[src/rtl/seg_msg_sequencer.sv]
// Message sequencer feeding the 7-segment decoder: buffers up to DEPTH codes and plays them back.
// Optional build macro SEG_MSG_LOOP_EN: repeat the message until stop/clear/reset instead of one pass.
module seg_msg_sequencer #(
  parameter int DEPTH  = 8,
  parameter int DWELL  = 4,
  parameter int CODE_W = 6,
  parameter int BLANK  = 63
) (
  input  logic                       clk_2,
  input  logic                       reset,
  input  logic                       clear,
  input  logic                       wr_en,
  input  logic [CODE_W-1:0]          wr_data,
  input  logic                       start,
  input  logic                       stop,
  output logic [CODE_W-1:0]          code_out,
  output logic [$clog2(DEPTH)-1:0]   idx,
  output logic                       busy,
  output logic                       full,
  output logic [$clog2(DEPTH+1)-1:0] count,
  output logic                       done
);

  localparam int IW = $clog2(DEPTH);
  localparam int CW = $clog2(DEPTH + 1);
  localparam int DW = (DWELL > 1) ? $clog2(DWELL) : 1;

  typedef enum logic [1:0] {IDLE, SHOW, GAP} state_t;

  state_t              state;
  logic [CODE_W-1:0]   msg_buf [DEPTH];
  logic [IW-1:0]       slot;
  logic [DW-1:0]       dwell_cnt;
  logic                wr_ok;
  logic                dwell_last;
  logic                slot_last;

  assign full       = (count == CW'(DEPTH));
  assign wr_ok      = wr_en && !clear && (state == IDLE) && !full;
  assign dwell_last = (dwell_cnt == DW'(DWELL - 1));
  assign slot_last  = (CW'(slot) == count - CW'(1));

  always_ff @(posedge clk_2) begin
    if (!reset && wr_ok) begin
      msg_buf[count[IW-1:0]] <= wr_data;
    end
  end

  always_ff @(posedge clk_2) begin
    if (reset) begin
      state     <= IDLE;
      count     <= '0;
      slot      <= '0;
      idx       <= '0;
      code_out  <= CODE_W'(BLANK);
      busy      <= 1'b0;
      done      <= 1'b0;
      dwell_cnt <= '0;
    end else begin
      done <= 1'b0;
      if (clear) begin
        state     <= IDLE;
        count     <= '0;
        slot      <= '0;
        idx       <= '0;
        code_out  <= CODE_W'(BLANK);
        busy      <= 1'b0;
        dwell_cnt <= '0;
      end else if (stop && (state != IDLE)) begin
        state     <= IDLE;
        slot      <= '0;
        idx       <= '0;
        code_out  <= CODE_W'(BLANK);
        busy      <= 1'b0;
        dwell_cnt <= '0;
      end else begin
        case (state)
          IDLE: begin
            if (wr_ok) begin
              count <= count + CW'(1);
            end
            // An empty buffer with a same-cycle write plays the code being written.
            if (start && ((count != '0) || wr_ok)) begin
              state     <= SHOW;
              slot      <= '0;
              idx       <= '0;
              code_out  <= (count == '0) ? wr_data : msg_buf[0];
              busy      <= 1'b1;
              dwell_cnt <= '0;
            end
          end
          SHOW: begin
            if (dwell_last) begin
              dwell_cnt <= '0;
              idx       <= '0;
              code_out  <= CODE_W'(BLANK);
              if (!slot_last) begin
                state <= GAP;
                slot  <= slot + IW'(1);
              end else begin
`ifdef SEG_MSG_LOOP_EN
                state <= GAP;
                slot  <= '0;
`else
                state <= IDLE;
                slot  <= '0;
                busy  <= 1'b0;
                done  <= 1'b1;
`endif
              end
            end else begin
              dwell_cnt <= dwell_cnt + DW'(1);
            end
          end
          GAP: begin
            state     <= SHOW;
            idx       <= slot;
            code_out  <= msg_buf[slot];
            dwell_cnt <= '0;
          end
          default: state <= IDLE;
        endcase
      end
    end
  end

endmodule

[config.mk]
export PLATFORM = sky130hd
export DESIGN_NAME = seg_msg_sequencer
export DESIGN_NICKNAME = d
export VERILOG_FILES = /design/src/rtl/seg_msg_sequencer.sv
export SDC_FILE = /design/constraint.sdc
export NUM_CORES = 1
export LEC_CHECK = 0
export ABC_AREA = 0
export CAP_MARGIN = 10
export CORE_ASPECT_RATIO = 1.2
export CORE_MARGIN = 1.5
export CORE_UTILIZATION = 42
export CTS_BUF_LIST = sky130_fd_sc_hd__clkbuf_4
export DETAILED_ROUTE_END_ITERATION = 8
export HOLD_SLACK_MARGIN = 0.06
export PLACE_DENSITY_LB_ADDON = 0.2
export SYNTH_ARGS = -nofsm -noshare
export SYNTH_HDL_FRONTEND = slang
export SYNTH_SLANG_ARGS = --single-unit
export TNS_END_PERCENT = 10
[constraint.sdc]
create_clock -name clk_2 -period 2.95 [get_ports clk_2]
set_input_delay 0.59 -clock clk_2 [delete_from_list [all_inputs] [get_ports clk_2]]
set_output_delay 0.59 -clock clk_2 [all_outputs]
set_load 0.02 [all_outputs]
# == Word level (Yosys, flattened, before mapping) ==
# Memories as Yosys holds them, arrays and structs flattened. A register that Yosys moved wholly into a read port is not among the register bits.
# Index checks and enable logic that the tools add are counted.
# totals
out_inout_bits,16
inputBits,12
mem_bits_rw,48
wordCells,75
register_bits,22
n_memories,1
# classes
n_eq_ne,8
n_addsub,4
n_mux,26
reduce_logical,25
n_bitwise,3
# memory_table
memory,depth,word_bits,rd,rd_clocked_by_memory_dff,write_ports,line,text
msg_buf,8,6,2,1,1,31,logic [CODE_W-1:0] msg_buf [DEPTH];
# ops
operator,n
two-way mux 3 bit,6
two-way mux 6 bit,3
one-hot mux 6 bit (3 select lines),1
one-hot mux 2 bit (3 select lines),2
two-way mux 2 bit,5
one-hot mux 3 bit (3 select lines),1
AND reduction 3 bit,3
logical AND 1 bit,6
two-way mux 1 bit,6
one-hot mux 3 bit (2 select lines),1
OR reduction 5 bit,1
adder 4 x 1 -> 4 bit (second input constant),1
== test 2 bit (second input constant),2
== test 3 x 4 -> 1 bit,1
== test 4 bit (second input constant),1
zero test 4 bit,1
inequality test 2 bit (second input constant),2
AND reduction 2 bit,2
AND reduction 4 bit,1
nonzero test 2 bit,2
nonzero test 4 bit,1
subtractor 4 x 1 -> 4 bit (second input constant),1
adder 3 x 1 -> 3 bit (second input constant),1
zero test 1 bit,3
10 further kinds,12

# == Logic depth before layout (Yosys ltp) ==
# logic_depth
ltp_word,10
mapped_depth,10
depth_no_buf,7

# == Worst setup path before layout ==
# Ideal clock, no wire load.
# synth_timing
kind,reg-to-reg
startpoint,reg count[0]
endpoint,mem msg_buf[2][0] (enable)
stages_incl_launch_ff,9
period_less_slack_ns,2.740
arrival_ns,2.354
slack_ns,0.210
setup_ns,0.386
path_cell_list,dfxtp_1 > clkbuf_1 > inv_1 > ha_1 > nand3b_1 > and3_1 > clkbuf_1 > nand2_1 > nor4_1
# synth_via
elab_chain_cells,6
# synth_lines
item,line,text
"start, declared",20,"output logic [$clog2(DEPTH+1)-1:0] count,"
"start signal, assigned",80,count <= count + CW'(1);
== test 4 bit,38,assign full = (count == CW'(DEPTH));
zero test 1 bit,39,assign wr_ok = wr_en && !clear && (state == IDLE) && !full;
logical AND 1 bit,39,
logical AND 1 bit,44,if (!reset && wr_ok) begin
two-way mux 1 bit,44,
two-way mux 1 bit (not written as such),45,msg_buf[count[IW-1:0]] <= wr_data;
"end, declared",31,
# Parallel ways exist; a longest one is shown, timed or not.

# == Worst setup path in the final report ==
# layout_timing
startpoint,reg count[2]
endpoint,out full
# layout_via
elab_chain_cells,1
# layout_lines
item,line,text
== test 4 bit,38,
"end, declared",19,"output logic full,"
# Every way passes these cells.

==> results.md <==
* Outcome: completed
* Clk_lat worst skew at 0.41 ns
* Largest net degree at the start of global routing at 15
* Layout Skew at between 0.01 and 0.015 ns
* Crit-path max cell delay at ~0.65 ns
* Worst-margin pin slew at just under 1 ns
* Buffers on Ports at 27
* Share of the synthesized area in the top cell type at 44.9%
* GRT Total Usage at 17.4%
* Post-synth cell types at 38
* Worst hold path class: reg -> reg
* Antenna Cells at 0
* Congestion Overflow GR at 0
* Post-synthesis mux area share at between 10 and 15%
* Hold_buf cts at 0
* Die height at 98.8 um
* First-pass GRT wire length at 10.6 mm
* Design Area, Final at between 3000 and 4000 um2
* Metal2 WL at about 3.3 mm
* Compound-Gate Fraction of Synth Area at 6.00%
* Adder-Cell Fraction of Synth Area at between 3 and 4%
* Fraction of layout cells with a size suffix above 1 at 19.2%
* Fill cells at 653
* Met3 Wirelength at 214 um
* Number of synthesized flops with an enable pin at between 40 and 50
* Clock Path Buffers at 2
* Initial Utilization at 43.9%
* Post-synth top area cell: edfxtp_1
* Number of remaining DRC errors at 0
* Post-synthesis xor/xnor area fraction at approximately 1.9%
* Sequential cell area at a little under 2000 um2
* Most frequent cells in the layout: 48 x edfxtp_1, 27 x clkdlybuf4s50_1, 25 x dfxtp_1, 16 x nand2_1, 14 x nor3_1
* Total power draw at 0.00201 W
* Area after DPL at 3610 um2
* Routed WL at 6.76 mm
* Final hold vios at 0
* Cell Pwr Density at 528 nW/um2
* HPWL after DPL at 4.50 mm
* Row cnt at 34
* Routed wire per std cell at around 18 um
* CTS tree: yes
* Main area contributors after synthesis: edfxtp_1 45%, dfxtp_1 16%, mux4_2 8.4%, ha_1 3.9%, mux2_2 3.5%
* Sink Count at 73
* Final Net Count at 293
* Die X at between 80 and 90 um
* Clock buffer count from CTS at 9
* Seq cells post-synth at 73
* Root buffer cell: clkbuf_4
* WP buf/inv at 2
* Layout area overhead at 18.3%
* RePlAce Congestion at 0.767
* Leak at 1.29 nW
* CORE AREA at 7320 um2
* Htree depth at 3
* Worst setup SP type: flip-flop
* Max_cap viols at 0
* Crit-path max FO at 14
* Top Layer Used: met4
* Vias in the first global route at 2004
* Area of the multi-input gates at about 1200 um2
* Most common cell after layout, fill and taps aside: edfxtp_1
* Final hold slack at 0.469 ns
* Seq/Total Area, Yosys at 60.4%
* Post-Synth Simple-Gate Area at 12.2%
* DR pass1 iterations at 4
* Critical Path Slowest Stage Cell: dfxtp_1
* Initial antenna violation count at 0
* CP required at 2.36 ns
* Syn nets at 257
* Arrival @ worst endpoint at 1.81 ns
* IO Pins at 28
* Post-Syn Area at 3210 um2
* Slew headroom at 35.4%
* Met1 WL at 3.15 mm
* Main combinational cell family by area after synthesis: multiplexers
* Die Area at around 8200 um2
* Yosys warning total at 0
* Synth async-reset ratio at 0%
* Main synth FF type: edfxtp_1
* Final setup TNS at 0 ns
* Worst setup path class: reg -> out
* Minimum clock period after layout at roughly 2.4 ns
* CP Cell Sequence: nand3b_1 > inv_1 > clkdlybuf4s50_1
* Post-Syn Area per Cell at 13.7 um2
* Synth Instances at 235
* Post-CTS setup buffer count at 0
* Via/cell ratio at 5.55
* VDD IR max at 0.000318 V
* Final Slew Violations at 0
* First-iteration detailed-routing DRC count at between 100 and 150
* RSZ-0062 raised after global routing: false
* Clk slew on worst S/H paths at 0.12 ns
* Vias at 2032
* Fin crit share at 81.3%
* Critical path's top delay family: flip-flops
* Maximum clock rate at 417 MHz
* Gates resized, CTS repair at 0
* Final setup violation count at 0
* Post-route ant nets at 0
* Crit. End Element: output port
[flip-flops by register name (all words and copies together), names as in the netlist, named ones only]
| signal | flops |
|---|---|
| code_out | 6 |
| count | 4 |
| msg_buf | 48 |
| busy | 1 |
| dwell_cnt | 2 |
| slot | 3 |
| state | 2 |
| done | 1 |
| idx | 3 |
[kinds of logic (layout without fill, tap and decap cells)]
kind of cell    count (synthesis)  after routing
flops                          73             73
simple gates                   72             72
compound gates                 28             28
mux                            24             24
buf+inv                        21             62
fa+ha+maj                      10             10
xor+xnor                        7              7
[final timing paths]
check / from / to / slack, ns / cells past startpoint
hold / removal: idx[0] / idx[0] / 0.47 / 2
hold reg to reg: idx[0] / idx[0] / 0.47 / 2
setup reg to reg: count[0] / code_out[5] / 0.57 / 7
setup / recovery: count[2] / full / 0.55 / 3
[worst min-delay path, cell delays in order, from the launching register on]
cell and delay, ns:
dfxtp_1 0.33, nand2_1 0.05, a21oi_1 0.05
[area by class of cell]
type	instances	share of cell area, %
Sequential cell	73	51.1
Multi-Input combinational cell	141	30.9
Clock inverter	5	2.73
Tap cell	90	2.96
Timing Repair Buffer	39	9.48
Clock buffer	11	2.17
Inverter	7	0.691
[cells in the mapped netlist, drive strengths merged, types with 3 or more instances]
library cell / number
a211o: 3
a211oi: 8
a21oi: 9
buf: 6
clkbuf: 8
dfxtp: 25
edfxtp: 48
ha: 10
inv: 7
mux2: 10
mux4: 12
nand2: 16
nand2b: 6
nand3: 7
nand4: 4
nor2: 6
nor2b: 4
nor3: 14
nor4: 6
o31ai: 3
xnor2: 3
xor2: 4
[per-stage QoR]
step	instances	util [%]	worst slack, ns
3_3_place_gp	350	49.4	0.419
6_report	366	51.9	0.551
2_1_floorplan	235	-	0.210
3_5_place_dp	350	49.4	0.336
4_1_cts	366	51.9	0.519
5_1_grt	366	51.9	0.415
[power by group]
part           switching [W]  internal, W  total [W]
clock               0.000345     0.000449   0.000794
sequential        0.00000542      0.00110    0.00110
combinational      0.0000638    0.0000499   0.000114
[per-layer routing]
| metal | vias to the layer above | GRT usage (%) |
|---|---|---|
| li1 | 966 | - |
| met1 | 1003 | 22.9 |
| met3 | 10 | 3.10 |
| met4 | 0 | 8.72 |
| met5 | - | 0 |
| met2 | 53 | 27.8 |
Note: power is estimated with default switching activity, not from simulation.
